### src/rtl/instr_fetch_pkg.sv
// Shared definitions for the instruction fetch stage.
// Instruction layout, field slices and fetch FSM states.
package instr_fetch_pkg;

  localparam int INSTR_W = 9;
  localparam int MSB_BIT = 8;
  localparam int OPC_HI  = 7;
  localparam int OPC_LO  = 5;
  localparam int OPD_HI  = 4;
  localparam int OPD_LO  = 0;

  typedef enum logic [1:0] {
    F_IDLE,
    F_FETCH,
    F_ISSUE,
    F_HALTED
  } fetch_state_t;

endpackage

### src/rtl/instr_fetch_pc_next.sv
// Combinational next-PC selection: hold, +1 or +sext(offset).
// All arithmetic wraps modulo 2**PC_W.
module instr_fetch_pc_next #(
  parameter int PC_W  = 10,
  parameter int OFF_W = 8
) (
  input  logic [PC_W-1:0]  pc_i,
  input  logic [OFF_W-1:0] off_i,
  input  logic             taken_i,
  input  logic             hold_i,
  output logic [PC_W-1:0]  pc_o
);

  logic [PC_W-1:0] off_ext;

  assign off_ext = {{(PC_W-OFF_W){off_i[OFF_W-1]}}, off_i};

  always_comb begin
    pc_o = pc_i + PC_W'(1);
    if (hold_i) begin
      pc_o = pc_i;
    end else if (taken_i) begin
      pc_o = pc_i + off_ext;
    end
  end

endmodule

### src/rtl/instr_fetch.sv
// Fetch stage: owns the PC, reads imem via req/ack, holds the
// decoded instruction until execute retires it.
import instr_fetch_pkg::*;

module instr_fetch #(
  parameter int              PC_W     = 10,
  parameter int              OFF_W    = 8,
  parameter logic [PC_W-1:0] START_PC = '0
) (
  input  logic               clk,
  input  logic               reset,
  input  logic               start,
  output logic               imem_req,
  output logic [PC_W-1:0]    imem_addr,
  input  logic [INSTR_W-1:0] imem_rdata,
  input  logic               imem_ack,
  output logic               msb,
  output logic [2:0]         opCode,
  output logic [4:0]         operand,
  output logic               instr_valid,
  input  logic               exec_done,
  input  logic               branch_taken,
  input  logic [OFF_W-1:0]   branch_offset,
  input  logic               halt,
  output logic [PC_W-1:0]    pc,
  output logic               done
);

  fetch_state_t       state_q, state_d;
  logic [PC_W-1:0]    pc_q, pc_d, pc_nxt;
  logic [INSTR_W-1:0] ir_q, ir_d;
  logic               req_q, req_d;
  logic               valid_q, valid_d;
  logic               done_q, done_d;

  instr_fetch_pc_next #(
    .PC_W  (PC_W),
    .OFF_W (OFF_W)
  ) u_pc_next (
    .pc_i    (pc_q),
    .off_i   (branch_offset),
    .taken_i (branch_taken),
    .hold_i  (halt),
    .pc_o    (pc_nxt)
  );

  // Flags are computed for the next state so outputs come straight off flops.
  always_comb begin
    state_d = state_q;
    pc_d    = pc_q;
    ir_d    = ir_q;
    req_d   = 1'b0;
    valid_d = 1'b0;
    done_d  = 1'b0;
    unique case (state_q)
      F_IDLE: begin
        if (start) begin
          state_d = F_FETCH;
          req_d   = 1'b1;
        end
      end
      F_FETCH: begin
        req_d = 1'b1;
        if (imem_ack) begin
          ir_d    = imem_rdata;
          req_d   = 1'b0;
          valid_d = 1'b1;
          state_d = F_ISSUE;
        end
      end
      F_ISSUE: begin
        valid_d = 1'b1;
        if (exec_done) begin
          valid_d = 1'b0;
          pc_d    = pc_nxt;
          if (halt) begin
            state_d = F_HALTED;
            done_d  = 1'b1;
          end else begin
            state_d = F_FETCH;
            req_d   = 1'b1;
          end
        end
      end
      F_HALTED: begin
        done_d = 1'b1;
      end
    endcase
  end

  always_ff @(posedge clk) begin
    if (reset) begin
      state_q <= F_IDLE;
      pc_q    <= START_PC;
      ir_q    <= '0;
      req_q   <= 1'b0;
      valid_q <= 1'b0;
      done_q  <= 1'b0;
    end else begin
      state_q <= state_d;
      pc_q    <= pc_d;
      ir_q    <= ir_d;
      req_q   <= req_d;
      valid_q <= valid_d;
      done_q  <= done_d;
    end
  end

  assign imem_req    = req_q;
  assign imem_addr   = pc_q;
  assign pc          = pc_q;
  assign instr_valid = valid_q;
  assign done        = done_q;
  assign msb         = ir_q[MSB_BIT];
  assign opCode      = ir_q[OPC_HI:OPC_LO];
  assign operand     = ir_q[OPD_HI:OPD_LO];

endmodule

### config.mk
export PLATFORM = sky130hd
export DESIGN_NAME = instr_fetch
export DESIGN_NICKNAME = d
export VERILOG_FILES = /design/src/rtl/instr_fetch_pkg.sv /design/src/rtl/instr_fetch_pc_next.sv /design/src/rtl/instr_fetch.sv
export SDC_FILE = /design/constraint.sdc
export NUM_CORES = 1
export LEC_CHECK = 0
export ABC_AREA = 1
export CELL_PAD_IN_SITES_DETAIL_PLACEMENT = 0
export CELL_PAD_IN_SITES_GLOBAL_PLACEMENT = 1
export CORE_UTILIZATION = 31
export CTS_CLUSTER_SIZE = 40
export DETAILED_ROUTE_END_ITERATION = 6
export GPL_ROUTABILITY_DRIVEN = 0
export PLACE_DENSITY = 0.92
export SLEW_MARGIN = 20
export SYNTH_ARGS = -nofsm -noshare
export SYNTH_HDL_FRONTEND = slang
export SYNTH_SLANG_ARGS = --single-unit
export TNS_END_PERCENT = 100
### constraint.sdc
create_clock -name clk -period 2 [get_ports clk]
set_clock_uncertainty 0.1 [all_clocks]
set_input_delay 0.3 -clock clk [delete_from_list [all_inputs] [get_ports clk]]
set_output_delay 0.3 -clock clk [all_outputs]
set_load 0.01 [all_outputs]
==> run_results.csv <==
group,metric,value,unit
power_and_ir_drop,power_leakage,1.09,nW
setup_path,crit_start,"branch_offset[3]",
drt,routed_wl,3.93,mm
setup_path,setup.worst_path.start_class,"input port",
timing,finalCriticalPeriod,1900,ps
setup_path,path_max_fanout,4,
grt,grt_pass1_vias,1505,
power_and_ir_drop,internal_power,0.000815,W
clock_network,cts_buffers,3,
setup_path,cp_common_cell,"inv_1",
timing,report.final.slew_viol_count,0,
power_and_ir_drop,clock_power_share,0.309,
finish,fill_cells,502,
grt,grt_pass1_wl,6.42,mm
clock_network,clock_tree.htree_level_count,1,
clock_network,clock_sinks,24,
setup_path,rr_worst_depth,7,
finish,diodes,0,
logic_synthesis,syn_area,1580,um^2
grt,overflow,0,
power_and_ir_drop,p_total,0.00113,W
floorplanning,die_area,5400,um^2
timing,fin_tns_setup,0,ps
clock_network,clock_latency,280,ps
setup_path,reg2reg_setup_slack,170,ps
clock_network,clk_pin_slew,100,ps
logic_synthesis,synth.avg_cell_area,6.74,um^2
drt,drt_iter0_drc,88,
logic_synthesis,synth_largest_area_cell,"dfxtp_1",
floorplanning,die_h,73.5,um
floorplanning,initial_core_util,0.329,
clock_network,clockRootBuffer,"clkbuf_8",
setup_path,cp_slowest_cell,"clkdlybuf4s50_1",
drt,wire_per_inst,10.8,um
power_and_ir_drop,p_sw_frac,0.277,
drt,num_vias,1600,
setup_path,crit_path_cell_trace,"clkdlybuf4s50_1 > nand2_1 > inv_1 > ha_1 > a21oi_1 > o21ai_4 > xor2_1 > o21ai_0 > inv_1",
setup_path,rr_endpoint,"imem_addr[4]$_SDFFE_PP0P_",
clock_network,cts_buffer_depth,2,
status,status,"completed",
power_and_ir_drop,ir_drop,0.000399,V
placement,port-buffer-count,55,
drt,first_pass_iters,4,
grt,grt_max_degree,17,
timing,max_slew_margin,0.803,
grt,grt_usage,0.155,
logic_synthesis,synth_seq_area_share,0.303,
logic_synthesis,synth_top_cell_area_share,0.303,
setup_path,crit_buf_inv,3,
logic_synthesis,yosys_warnings,0,
timing,fin_crit_sh,0.949,
clock_network,cts_tree,"built",
setup_path,critPathCapture,"imem_addr[4]$_SDFFE_PP0P_",
logic_synthesis,synth_edf_count,0,
logic_synthesis,synthesis.nets,274,
setup_path,crit_path_max_incr_delay,450,ps
setup_path,critPathArrivalTime,1980,ps
finish,drive_above_1_share,0.141,
logic_synthesis,synth-seq-cells,24,
job,cap_violations,0,
min_path,hp-class,"reg2reg",
setup_path,critPathCaptureType,"flip-flop",
logic_synthesis,synth_flop_cell,"dfxtp_1",
logic_synthesis,yosysUniqueCellTypes,27,
floorplanning,ios,56,
floorplanning,fp.dieW,73.5,um
logic_synthesis,yosys-top-cells-area,"dfxtp_1, nand2_1, ha_1",
drt,antenna_left,0,
logic_synthesis,syn_inst,235,
drt,vias_per_cell,4.40,
timing,setup_viol,0,
grt,antenna_found_initial,0,
setup_path,crit_family,"compound AO/OA/AOI/OAI gates",
timing,finalHoldViolCount,0,
floorplanning,design.core.area,4820,um^2
timing,worst_pin_slew,295,ps
clock_network,cts_setup_buffers,0,
floorplanning,fp-row-count,25,
placement,hpwl,2.93,mm
setup_path,required,2080,ps
setup_path,criticalPathCategory,"in2reg",
power_and_ir_drop,p_sw,0.000312,W
power_and_ir_drop,share_comb_of_total_power,0.233,
logic_synthesis,async_reset_ff_frac,0,
finish,area_growth,48.9,%
drt,drc,0,
setup_path,crit_cells,9,
timing,fmax,527,MHz
finish,nets,337,
min_path,min-delay-start,"ir_q[5]$_SDFFE_PP0P_",
power_and_ir_drop,p_per_area,478,nW/um^2
power_and_ir_drop,seqPwrFrac,0.458,
setup_path,r2r_start,"imem_addr[0]$_SDFFE_PP0P_",
[sequential cells by signal, summed over array words and instances, names as in the netlist]
register	cells
done	1
imem_addr	10
state_q	2
instr_valid	1
ir_q	9
imem_req	1
[cells in the mapped netlist, types with 2 or more instances]
library cell,instances
nor2_1,21
o21ai_0,3
a211oi_2,2
a21oi_1,19
nand2_1,67
clkbuf_1,3
inv_1,38
ha_1,14
dfxtp_1,24
inv_2,2
buf_4,10
xor2_1,4
nand3_1,14
[metrics by stage]
step / worst slack [ps] / utilization / hold WS [ps] / instance area, um^2 / std cells
after CTS: 58.5 / 0.480 / 366 / 2310 / 364
final: 101 / 0.490 / 364 / 2360 / 364
after global routing: -21.5 / 0.490 / 388 / 2360 / 364
after global placement: -344 / 0.467 / 351 / 2250 / 360
after floorplan: 145 / - / 345 / 1580 / 235
after detailed placement: -431 / 0.467 / 354 / 2250 / 360
[logic make-up (layout without fill, tap and decap cells)]
group	Yosys count	after routing	synth area share
simple gates	106	106	0.276
buf+inv	56	118	0.162
compound gates	30	30	0.114
flops	24	24	0.303
fa+ha+maj	15	15	0.123
xor+xnor	4	4	0.0221
[power by group through the flow]
stage / sequential, W / combinational, W / clock (W)
4_1_cts: 0.000517 / 0.000262 / 0.000358
5_1_grt: 0.000520 / 0.000293 / 0.000373
6_report: 0.000516 / 0.000262 / 0.000348
2_1_floorplan: 0.000533 / 0.000123 / 0
3_5_place_dp: 0.000527 / 0.000261 / 0
3_3_place_gp: 0.000527 / 0.000256 / 0
[what timing repair did]
action	CTS	global route
resized for setup	3	13
hold buffers	0	0
setup endpoints to repair	5	3
pin swaps	1	9
[worst min-delay path by stage]
| stage | endpoint | slack, ps | cells past startpoint |
|---|---|---|---|
| 5_1_grt | ir_q[7]$_SDFFE_PP0P_ | 390 | 2 |
| 6_report | ir_q[5]$_SDFFE_PP0P_ | 360 | 2 |
| 3_3_place_gp | ir_q[7]$_SDFFE_PP0P_ | 350 | 2 |
| 3_5_place_dp | ir_q[7]$_SDFFE_PP0P_ | 350 | 2 |
| 4_1_cts | ir_q[7]$_SDFFE_PP0P_ | 370 | 2 |
| 2_1_floorplan | ir_q[0]$_SDFFE_PP0P_ | 340 | 2 |
[cells in the final DEF (no fill, tap or decap), types with 2 or more instances in the layout]
cell | netlist | final
clkbuf_8 | 0 | 4
nand2_2 | 0 | 3
nand3_1 | 14 | 10
ha_1 | 14 | 13
inv_2 | 2 | 3
nand2_1 | 67 | 64
nor2_1 | 21 | 21
dfxtp_1 | 24 | 24
buf_4 | 10 | 18
nand3_2 | 0 | 4
inv_1 | 38 | 37
xor2_1 | 4 | 4
o21ai_0 | 3 | 3
a21oi_1 | 19 | 17
clkdlybuf4s50_1 | 0 | 53
a211oi_2 | 2 | 2
a21oi_2 | 1 | 3
[worst register-to-register path: stages, from the launching register on]
cell	delay, ps
dfxtp_1	400
ha_2	210
inv_2	50
fa_2	410
o21ai_4	230
xor2_1	90
o21ai_0	190
inv_1	60
[metal layers]
metal,part of all wire,track usage
met1,0.43,0.178
met2,0.47,0.261
met3,0.075,0.0549
met4,0.026,0.0641
met5,0,0
[cell type report]
cell class | instances | area (um^2) | share of cell area
Inverter | 41 | 154 | 0.0653
Multi-Input combinational cell | 155 | 898 | 0.381
Tap cell | 67 | 83.8 | 0.0355
Sequential cell | 24 | 480 | 0.204
Timing Repair Buffer | 73 | 687 | 0.291
Clock buffer | 4 | 55.1 | 0.0233
Power figures use the tool's default switching activity.
